===== src/rtl/pipeline_pkg.sv =====
// Shared definitions for the pipeline stages: control-bundle bit positions,
// memory-stage state encoding and default datapath widths.
package pipeline_pkg;

    localparam int DATA_W_DEF    = 32;
    localparam int REG_IDX_W_DEF = 5;

    // Bit positions inside the EX/M control bundle
    localparam int CTRL_MEM_READ   = 0;
    localparam int CTRL_MEM_WRITE  = 1;
    localparam int CTRL_REG_WRITE  = 2;
    localparam int CTRL_MEM_TO_REG = 3;
    localparam int CTRL_BYTE       = 4;

    typedef enum logic {
        IDLE = 1'b0,
        WAIT = 1'b1
    } mem_state_e;

endpackage


===== src/rtl/FlipFlop.sv =====
// Single-bit storage cell with write enable and asynchronous active-low
// clear; used bit by bit to build pipeline registers.
module FlipFlop (
    input  logic clk,
    input  logic reset,
    input  logic d,
    input  logic write,
    output logic q
);

    // Capture d when write is high, clear on reset
    always_ff @(posedge clk or negedge reset) begin
        if (!reset) begin
            q <= 1'b0;
        end else if (write) begin
            q <= d;
        end
    end

endmodule


===== src/rtl/mem_byte_lane.sv =====
// Byte-lane steering between the core and a 32-bit word memory: store data
// replication, byte enables, and load byte selection with sign extension.
module mem_byte_lane #(
    parameter int DATA_W = 32
) (
    input  logic [1:0]        byte_off,
    input  logic              byte_access,
    input  logic [DATA_W-1:0] store_data,
    input  logic [DATA_W-1:0] load_data,
    output logic [DATA_W-1:0] wdata,
    output logic [DATA_W-1:0] rdata,
    output logic [3:0]        be
);

    logic [7:0] load_byte;

    // Route the addressed byte in both directions; word accesses pass straight through
    always_comb begin
        load_byte = load_data[{byte_off, 3'b000} +: 8];
        if (byte_access) begin
            be    = 4'b0001 << byte_off;
            wdata = {(DATA_W/8){store_data[7:0]}};
            rdata = {{(DATA_W-8){load_byte[7]}}, load_byte};
        end else begin
            be    = 4'hF;
            wdata = store_data;
            rdata = load_data;
        end
    end

endmodule


===== src/rtl/mem_stage_ctrl.sv =====
// Memory stage: issues loads/stores over a req/ack bus, stalls the upstream
// pipeline while a transaction is outstanding, flags misaligned accesses and
// bus timeouts, and holds the M/WB pipeline register feeding writeback.
module mem_stage_ctrl
    import pipeline_pkg::*;
#(
    parameter int DATA_W    = DATA_W_DEF,
    parameter int REG_IDX_W = REG_IDX_W_DEF,
    parameter int CTRL_W    = 6,
    parameter int TIMEOUT   = 255
) (
    input  logic                 clk,
    input  logic                 reset,
    input  logic                 valid_in,
    input  logic [DATA_W-1:0]    alu_output_in,
    input  logic [DATA_W-1:0]    data_in,
    input  logic [CTRL_W-1:0]    control_in,
    input  logic [REG_IDX_W-1:0] rgD_index_in,
    input  logic                 flush,
    output logic                 stall_out,
    output logic                 mem_req,
    output logic                 mem_we,
    output logic [DATA_W-1:0]    mem_addr,
    output logic [DATA_W-1:0]    mem_wdata,
    output logic [3:0]           mem_be,
    input  logic [DATA_W-1:0]    mem_rdata,
    input  logic                 mem_ack,
    output logic [DATA_W-1:0]    wb_data_out,
    output logic [REG_IDX_W-1:0] rgD_index_out,
    output logic                 reg_write_out,
    output logic                 exc_misaligned,
    output logic                 exc_bus_error
);

    localparam int CNT_W = $clog2(TIMEOUT + 1);

    mem_state_e          state, state_nxt;
    logic [CNT_W-1:0]    timeout_cnt;

    logic                op_read, op_write, op_reg_write, op_mem_to_reg, op_byte;
    logic                op_mem, op_misaligned;
    logic                issue, fault, timeout_hit;

    logic [DATA_W-1:0]   lane_wdata, lane_rdata;
    logic [3:0]          lane_be;

    logic [DATA_W-1:0]   wb_data_nxt;
    logic                reg_write_nxt;
    logic                data_we;

    logic                unused_ctrl;

    assign op_read       = control_in[CTRL_MEM_READ];
    assign op_write      = control_in[CTRL_MEM_WRITE];
    assign op_reg_write  = control_in[CTRL_REG_WRITE];
    assign op_mem_to_reg = control_in[CTRL_MEM_TO_REG];
    assign op_byte       = control_in[CTRL_BYTE];
    assign unused_ctrl   = ^control_in[CTRL_W-1:CTRL_BYTE+1];

    assign op_mem        = op_read | op_write;
    assign op_misaligned = op_mem & ((op_read & op_write) |
                                     (~op_byte & (alu_output_in[1:0] != 2'b00)));

    // Gives up on the transaction in the last allowed wait cycle if no ack arrives
    assign timeout_hit   = (state == WAIT) && !mem_ack &&
                           (timeout_cnt == CNT_W'(TIMEOUT - 1));

    mem_byte_lane #(
        .DATA_W      (DATA_W)
    ) u_byte_lane (
        .byte_off    (alu_output_in[1:0]),
        .byte_access (op_byte),
        .store_data  (data_in),
        .load_data   (mem_rdata),
        .wdata       (lane_wdata),
        .rdata       (lane_rdata),
        .be          (lane_be)
    );

    // State register
    always_ff @(posedge clk or negedge reset) begin
        if (!reset) begin
            state <= IDLE;
        end else begin
            state <= state_nxt;
        end
    end

    // Next-state: enter WAIT on a request, leave on ack or timeout
    always_comb begin
        state_nxt = state;
        case (state)
            IDLE:    if (issue) state_nxt = WAIT;
            WAIT:    if (mem_ack || timeout_hit) state_nxt = IDLE;
            default: state_nxt = IDLE;
        endcase
    end

    // Decode the instruction in the stage into issue/fault/stall and the M/WB inputs
    always_comb begin
        issue         = 1'b0;
        fault         = 1'b0;
        stall_out     = 1'b0;
        reg_write_nxt = 1'b0;
        wb_data_nxt   = alu_output_in;
        case (state)
            IDLE: begin
                if (valid_in && !flush) begin
                    if (op_mem) begin
                        fault     = op_misaligned;
                        issue     = !op_misaligned;
                        stall_out = !op_misaligned;
                    end else begin
                        reg_write_nxt = op_reg_write;
                    end
                end
            end
            WAIT: begin
                // A flush arriving here is deliberately ignored: the bus access is already in flight
                stall_out     = !mem_ack && !timeout_hit;
                reg_write_nxt = mem_ack && op_reg_write;
                if (op_mem_to_reg) wb_data_nxt = lane_rdata;
            end
            default: ;
        endcase
        // Writeback value and index only move when the stage advances with something to write
        data_we = !stall_out && ((state == WAIT) || valid_in);
    end

    // Wait-cycle counter, restarted with every new request
    always_ff @(posedge clk or negedge reset) begin
        if (!reset) begin
            timeout_cnt <= '0;
        end else if (issue) begin
            timeout_cnt <= '0;
        end else if (state == WAIT && !mem_ack && !timeout_hit) begin
            timeout_cnt <= timeout_cnt + 1'b1;
        end
    end

    // Bus request registers: load on issue, hold through WAIT, drop req on completion
    always_ff @(posedge clk or negedge reset) begin
        if (!reset) begin
            mem_req   <= 1'b0;
            mem_we    <= 1'b0;
            mem_addr  <= '0;
            mem_wdata <= '0;
            mem_be    <= '0;
        end else if (issue) begin
            mem_req   <= 1'b1;
            mem_we    <= op_write;
            mem_addr  <= {alu_output_in[DATA_W-1:2], 2'b00};
            mem_wdata <= lane_wdata;
            mem_be    <= lane_be;
        end else if (state == WAIT && (mem_ack || timeout_hit)) begin
            mem_req   <= 1'b0;
            mem_we    <= 1'b0;
        end
    end

    // Exception pulses; they come from different states so can never coincide
    always_ff @(posedge clk or negedge reset) begin
        if (!reset) begin
            exc_misaligned <= 1'b0;
            exc_bus_error  <= 1'b0;
        end else begin
            exc_misaligned <= fault;
            exc_bus_error  <= timeout_hit;
        end
    end

    // M/WB register: value and index follow the stage advance, reg_write loads bubbles every cycle
    for (genvar i = 0; i < DATA_W; i++) begin : g_wb_data
        FlipFlop u_ff (
            .clk   (clk),
            .reset (reset),
            .d     (wb_data_nxt[i]),
            .write (data_we),
            .q     (wb_data_out[i])
        );
    end

    for (genvar i = 0; i < REG_IDX_W; i++) begin : g_wb_idx
        FlipFlop u_ff (
            .clk   (clk),
            .reset (reset),
            .d     (rgD_index_in[i]),
            .write (data_we),
            .q     (rgD_index_out[i])
        );
    end

    FlipFlop u_wb_reg_write (
        .clk   (clk),
        .reset (reset),
        .d     (reg_write_nxt),
        .write (1'b1),
        .q     (reg_write_out)
    );

endmodule

===== config.mk =====
export PLATFORM = sky130hd
export DESIGN_NAME = mem_stage_ctrl
export DESIGN_NICKNAME = d
export VERILOG_FILES = /design/src/rtl/pipeline_pkg.sv /design/src/rtl/FlipFlop.sv /design/src/rtl/mem_byte_lane.sv /design/src/rtl/mem_stage_ctrl.sv
export SDC_FILE = /design/constraint.sdc
export NUM_CORES = 1
export LEC_CHECK = 0
export CAP_MARGIN = 40
export CELL_PAD_IN_SITES_DETAIL_PLACEMENT = 0
export CELL_PAD_IN_SITES_GLOBAL_PLACEMENT = 1
export CORE_ASPECT_RATIO = 1.75
export CORE_UTILIZATION = 37
export CTS_BUF_LIST = sky130_fd_sc_hd__clkbuf_4
export CTS_CLUSTER_DIAMETER = 120
export CTS_CLUSTER_SIZE = 10
export DETAILED_ROUTE_END_ITERATION = 6
export DONT_BUFFER_PORTS = 1
export PLACE_DENSITY = 0.76
export SYNTH_ARGS = -nofsm -noshare
export SYNTH_HDL_FRONTEND = slang
export SYNTH_SLANG_ARGS = --single-unit

===== constraint.sdc =====
create_clock -name clk -period 4.2 [get_ports clk]
set_input_delay 0.42 -clock clk [delete_from_list [all_inputs] [get_ports clk]]
set_output_delay 0.42 -clock clk [all_outputs]
set_load 0.05 [all_outputs]

==> results of run 1 <==
## critical path, stage by stage (launching register included)
cell	delay, ps
dfrtp_1	430
inv_1	70
ha_1	140
nand3_1	200
o21a_1	300
a21oi_2	390
inv_1	370
## cell usage in the layout, fill, tap and decap left out, drive strengths merged, types with 5 or more instances in the layout
| cell type | n |
|---|---|
| nand2 | 65 |
| a31oi | 25 |
| dfrtp | 117 |
| inv | 5 |
| nor2 | 46 |
| a32o | 7 |
| o21ai | 12 |
| mux2 | 72 |
| mux2i | 6 |
| dlygate4sd3 | 49 |
| buf | 8 |
| clkbuf | 18 |
| a21oi | 63 |
| a211o | 6 |
| a211oi | 5 |
| clkinv | 8 |
## sequential cells by signal, summed over array words and instances, names as in the netlist
signal,flops
g_wb_data.u_ff.q,32
mem_wdata,32
mem_addr,30
timeout_cnt,8
g_wb_idx.u_ff.q,5
mem_be,4
exc_bus_error,1
exc_misaligned,1
mem_req,1
mem_we,1
state,1
u_wb_reg_write.q,1
## cell usage after synthesis (6+ instances only)
| cell | n | area share, % |
|---|---|---|
| a211o_1 | 6 | 0.90 |
| a21oi_1 | 61 | 5.2 |
| a31oi_1 | 25 | 2.7 |
| a32o_1 | 7 | 1.2 |
| buf_2 | 11 | 0.94 |
| buf_4 | 41 | 5.3 |
| clkbuf_1 | 12 | 0.77 |
| dfrtp_1 | 117 | 50 |
| mux2_2 | 49 | 9.5 |
| mux2_4 | 23 | 5.9 |
| mux2i_1 | 6 | 1.0 |
| nand2_1 | 65 | 4.2 |
| nor2_1 | 45 | 2.9 |
| o21ai_0 | 11 | 0.94 |
## power by group
group	internal, W	switching, W	total [W]	leakage (nW)
Sequential	0.00137	0.00112	0.00249	1.39
Clock	0.000414	0.000449	0.000863	0.153
Combinational	0.000298	0.000232	0.000529	1.24
Total	0.00208	0.00180	0.00389	2.79
## area by class of cell
type	count	area (sq um)	share of cell area (%)
diodes	1	2.50	0.0386
clock buffers	18	135	2.09
clock inverters	14	161	2.49
inverters	5	18.8	0.290
multi-input cells	344	2400	37.1
flip-flops and latches	117	2930	45.2
well taps	186	233	3.59
repair buffers	57	596	9.20
## through the flow
| stage | worst slack (ps) | hold WS (ps) |
|---|---|---|
| after CTS | 1320 | 0.400 |
| after floorplan | 2230 | 124 |
| after global routing | 1150 | 4.39 |
| after global placement | 1580 | 127 |
| final | 1390 | 70.7 |
| after detailed placement | 1740 | 127 |
## per-layer routing
layer / share of wire [%] / wire length [um] / up-vias / global-route usage [%]
met1: 37 / 5880 / 2028 / 20.7
met5: 0 / 0 / - / 0
li1: - / - / 1852 / -
met3: 7.0 / 1130 / 19 / 6.77
met2: 54 / 8740 / 169 / 36.5
met4: 2.1 / 335 / 0 / 7.20
## cells by family after synthesis
| group | after synthesis | share of synthesized area (%) |
|---|---|---|
| buffers and inverters | 78 | 8.83 |
| other | 1 | 0.0643 |
| multiplexers | 79 | 16.8 |
| AO/OA/AOI/OAI | 129 | 13.6 |
| flip-flops | 117 | 50.2 |
| AND/OR/NAND/NOR | 128 | 9.52 |
| adder cells (fa/ha/maj) | 2 | 0.429 |
| XOR/XNOR | 4 | 0.600 |
## worst max path at each step
stage | from | end | slack, ps | cells after the start
final | timeout_cnt[0]$_DFFE_PN0P_ | stall_out | 1390 | 6
after CTS | timeout_cnt[0]$_DFFE_PN0P_ | stall_out | 1320 | 6
after global placement | alu_output_in[0] | g_wb_idx[3].u_ff.q$_DFFE_PN0P_ | 1580 | 5
after detailed placement | alu_output_in[0] | g_wb_idx[3].u_ff.q$_DFFE_PN0P_ | 1740 | 6
after global routing | timeout_cnt[0]$_DFFE_PN0P_ | stall_out | 1150 | 6
after floorplan | alu_output_in[1] | stall_out | 2230 | 6
## timing repair
action / CTS / global route
hold buffers: 46 / 4
resized for setup: 0 / 0
endpoints found under the hold margin: 160 / 4
==> reports/qor.csv, run 1 <==
metric,value,unit
share of layout cells above drive strength 1,21.3,%
dpl cells,659,
first-pass GRT wire length,24700,um
post-CTS setup buffers,0,
Worst setup SP type,register,
number of synthesized flops with an enable pin,0,
post-route cell area,6480,sq um
Post-Syn Instances,538,
Async SR Flop Fraction,100,%
Finished Layout Cells,742,
max_cap viols,0,
Syn. warnings,0,
"Power, Total",0.00389,W
via/cell ratio,5.48,
Worst EP required,3780,ps
TritonCTS Sinks,117,
DRC marker count from the first detailed-route iteration,132,
fmax,356,MHz
R2R Path Start,state$_DFF_PN0_,
final hold vios,0,
Post-DP HPWL,11200,um
Layout Utilization,42.1,%
status,completed,
synthesized area,5840,sq um
post-layout net count,656,
leakage power total,2.79,nW
htree depth,4,
CTS tree,built,
Hold Crit Start,data_in[12],
final antenna-violating net count,0,
Setup Skew,13.4,ps
placer's final routability congestion estimate,0.723,
RSZ-0062 raised after global routing,no,
placed cell area,5660,sq um
Die Wd,96.9,um
Area growth syn-to-layout,11.0,%
clk_lat worst skew,510,ps
RR Endpoint,g_wb_idx[2].u_ff.q$_DFFE_PN0P_,
core area,15400,sq um
crit share post-route,66.9,%
Crit Path Category,register to output pin,
setup_tns,0,ps
Most used DFF post-synth,dfrtp_1,
Unique masters post-synth,44,
Slew headroom,51.4,%
drt wl/cell,21.7,um
final setup fails,0,
Root Buffer,clkbuf_4,
Slew Limit Fails,0,
clk buf depth,2,
r2r worst-path depth,5,
DRC viols,0,
Hold Crit Endpoint,mem_wdata[12]$_DFFE_PN0P_,
"Clk pin slew, worst setup/hold paths",110,ps
minimum clock period,2810,ps
full die area,16300,sq um
DR pass1 iterations,4,
Worst Tran Pin Value,727,ps
antenna violations before repair,1,
largest net degree at the start of global routing,118,
die height,168,um
"critical path fanouts, max",10,
vias in the first global route,4330,
"reg-to-reg slack, setup",1730,ps
worst vdd ir,263,uV
Initial Util,37.9,%
port buffer count,0,
Setup crit end kind,output pin,
total gr overflow,0,
hold depth,2,
Core Rows,60,
Layout fillers,1478,
WL final,16100,um
worst hold-check path type,input port to register,
pwr dens,600,nW/um^2
CTS buffer count,17,
Seq cells post-synth,117,
routed vias,4068,
num ports,223,
Syn Area/Cell,10.8,sq um
GRT Overall Usage,19.8,%
crit path DAT,2390,ps
sequential share of the synthesized area,50.2,%
Power figures use the tool's default switching activity.
==> run 2: changes to the inputs <==
clock period = 2.68 ns   (was 4.2 ns; I/O delays follow)
==> run 2 against run 1 <==
  * The run now ends with negative hold slack left
  * Core utilization up 2.7 points
  * Count of clock-buffer cells in the layout rose by 1
  * Sequential cell count unchanged
  * Sequential power rose by 57%
  * Cell count rose by 5.7%
  * Combinational power is 69% higher
  * Clock skew grew 4.3 ps
  * First-iteration DRC count up 3.8%
  * Critical endpoint is now mem_wdata[30]$_DFFE_PN0P_
  * Highest routed layer unchanged
==> reports/qor.csv, run 2 (synthesis gave the netlist of run 1 again) <==
metric,value,unit
status,finished with violations,
failing checks,negative hold slack,
Regs by FF count,"g_wb_data.u_ff.q: 32 flops, mem_wdata: 32 flops, mem_addr: 30 flops",
"most common cell after layout, fill and taps aside",dfrtp_1,
via/cell ratio,5.47,
routed vias,4287,
final setup fails,0,
Finished Layout Cells,784,
drt wl/cell,21.1,um
placer's final routability congestion estimate,0.722,
Die Wd,96.9,um
cts hold-fix bufs,86,
Worst Tran Pin Value,680,ps
leakage power total,2.97,nW
TritonCTS Sinks,117,
Post-DP HPWL,11200,um
die height,168,um
PostCTS Resize Cnt,0,
worst hold-check path type,input port to async pin,
Worst setup SP type,register,
minimum clock period,2500,ps
clk buf depth,2,
largest net degree at the start of global routing,118,
first-pass GRT wire length,25500,um
pwr dens,922,nW/um^2
Setup crit end kind,register,
crit share post-route,93.3,%
worst vdd ir,371,uV
WL final,16500,um
"critical path fanouts, max",33,
Setup Skew,17.6,ps
num ports,223,
RSZ-0062 raised after global routing,no,
antenna violations before repair,1,
crit path DAT,2880,ps
max_cap viols,0,
DP Worst Slack,427,ps
Slew Limit Fails,0,
Area growth syn-to-layout,18.1,%
DRC viols,0,
"Clk pin slew, worst setup/hold paths",120,ps
htree depth,4,
Hold Slack,-547,ps
dpl cells,665,
GRT Overall Usage,20.3,%
Crit Path Category,register to register,
vias in the first global route,4835,
Layout Utilization,44.8,%
PnR worst setup slack,181,ps
fmax,400,MHz
Worst EP required,3060,ps
most frequent cells in the layout,"dfrtp_1 (117), dlygate4sd3_1 (86), nand2_1 (65), a21oi_1 (61), mux2_2 (49)",
share of layout cells above drive strength 1,20.9,%
Root Buffer,clkbuf_4,
CTS tree,built,
DR pass1 iterations,5,
setup_tns,0,ps
total gr overflow,0,
Slew headroom,54.4,%
post-CTS setup buffers,0,
Initial Util,37.9,%
post-layout net count,698,
core area,15400,sq um
Core Rows,60,
CTS buffer count,17,
final antenna-violating net count,0,
DRC marker count from the first detailed-route iteration,137,
clk_lat worst skew,490,ps
port buffer count,0,
full die area,16300,sq um
final hold vios,117,
[run 2: metal layers]
metal,global-route usage [%],up-vias,part of all wire [%]
met1,19.9,2130,35
met5,0,-,0
met2,38.7,195,55
met4,7.85,0,2.0
li1,-,1942,-
met3,6.77,20,7.8
[run 2: final timing paths]
path | start | endpoint | slack, ps | depth (start not counted)
min in group clk | control_in[0] | u_wb_reg_write.q$_DFF_PN0_ | 60 | 2
max in group asynchronous | reset | mem_wdata[15]$_DFFE_PN0P_ | 3030 | 0
max reg2reg | state$_DFF_PN0_ | mem_wdata[30]$_DFFE_PN0P_ | 180 | 6
min | reset | mem_addr[8]$_DFFE_PN0P_ | -550 | 0
max | state$_DFF_PN0_ | mem_wdata[30]$_DFFE_PN0P_ | 180 | 6
min reg2reg | timeout_cnt[1]$_DFFE_PN0P_ | timeout_cnt[1]$_DFFE_PN0P_ | 560 | 1
[run 2: final cells by class]
class,count,area (sq um)
Antenna cell,1,2.50
Clock buffer,19,143
Clock inverter,13,206
Fill cell,1424,8500
Inverter,5,18.8
Multi-Input combinational cell,344,2400
Sequential cell,117,2930
Tap cell,186,233
Timing Repair Buffer,99,958
[run 2: stage by stage]
stage / power (W) / instance area [sq um]
final: 0.00635 / 6890
after global routing: 0.00660 / 6890
after CTS: 0.00641 / 6890
after detailed placement: 0.00469 / 5680
after global placement: 0.00464 / 5680
after floorplan: 0.00464 / 5840
[run 2: report_power, final]
part / leakage (nW) / total (W) / switching (W) / internal, W
sequential: 1.39 / 0.00391 / 0.00177 / 0.00215
clock: 0.171 / 0.00155 / 0.000695 / 0.000853
combinational: 1.40 / 0.000892 / 0.000356 / 0.000536
total: 2.97 / 0.00635 / 0.00282 / 0.00353
[run 2: critical path, cell delays in order, from the launching register on]
cell and delay (ps):
dfrtp_1 520, or3_1 520, nor2_4 110, buf_4 350, buf_4 240, a31oi_1 90, dlygate4sd3_1 560
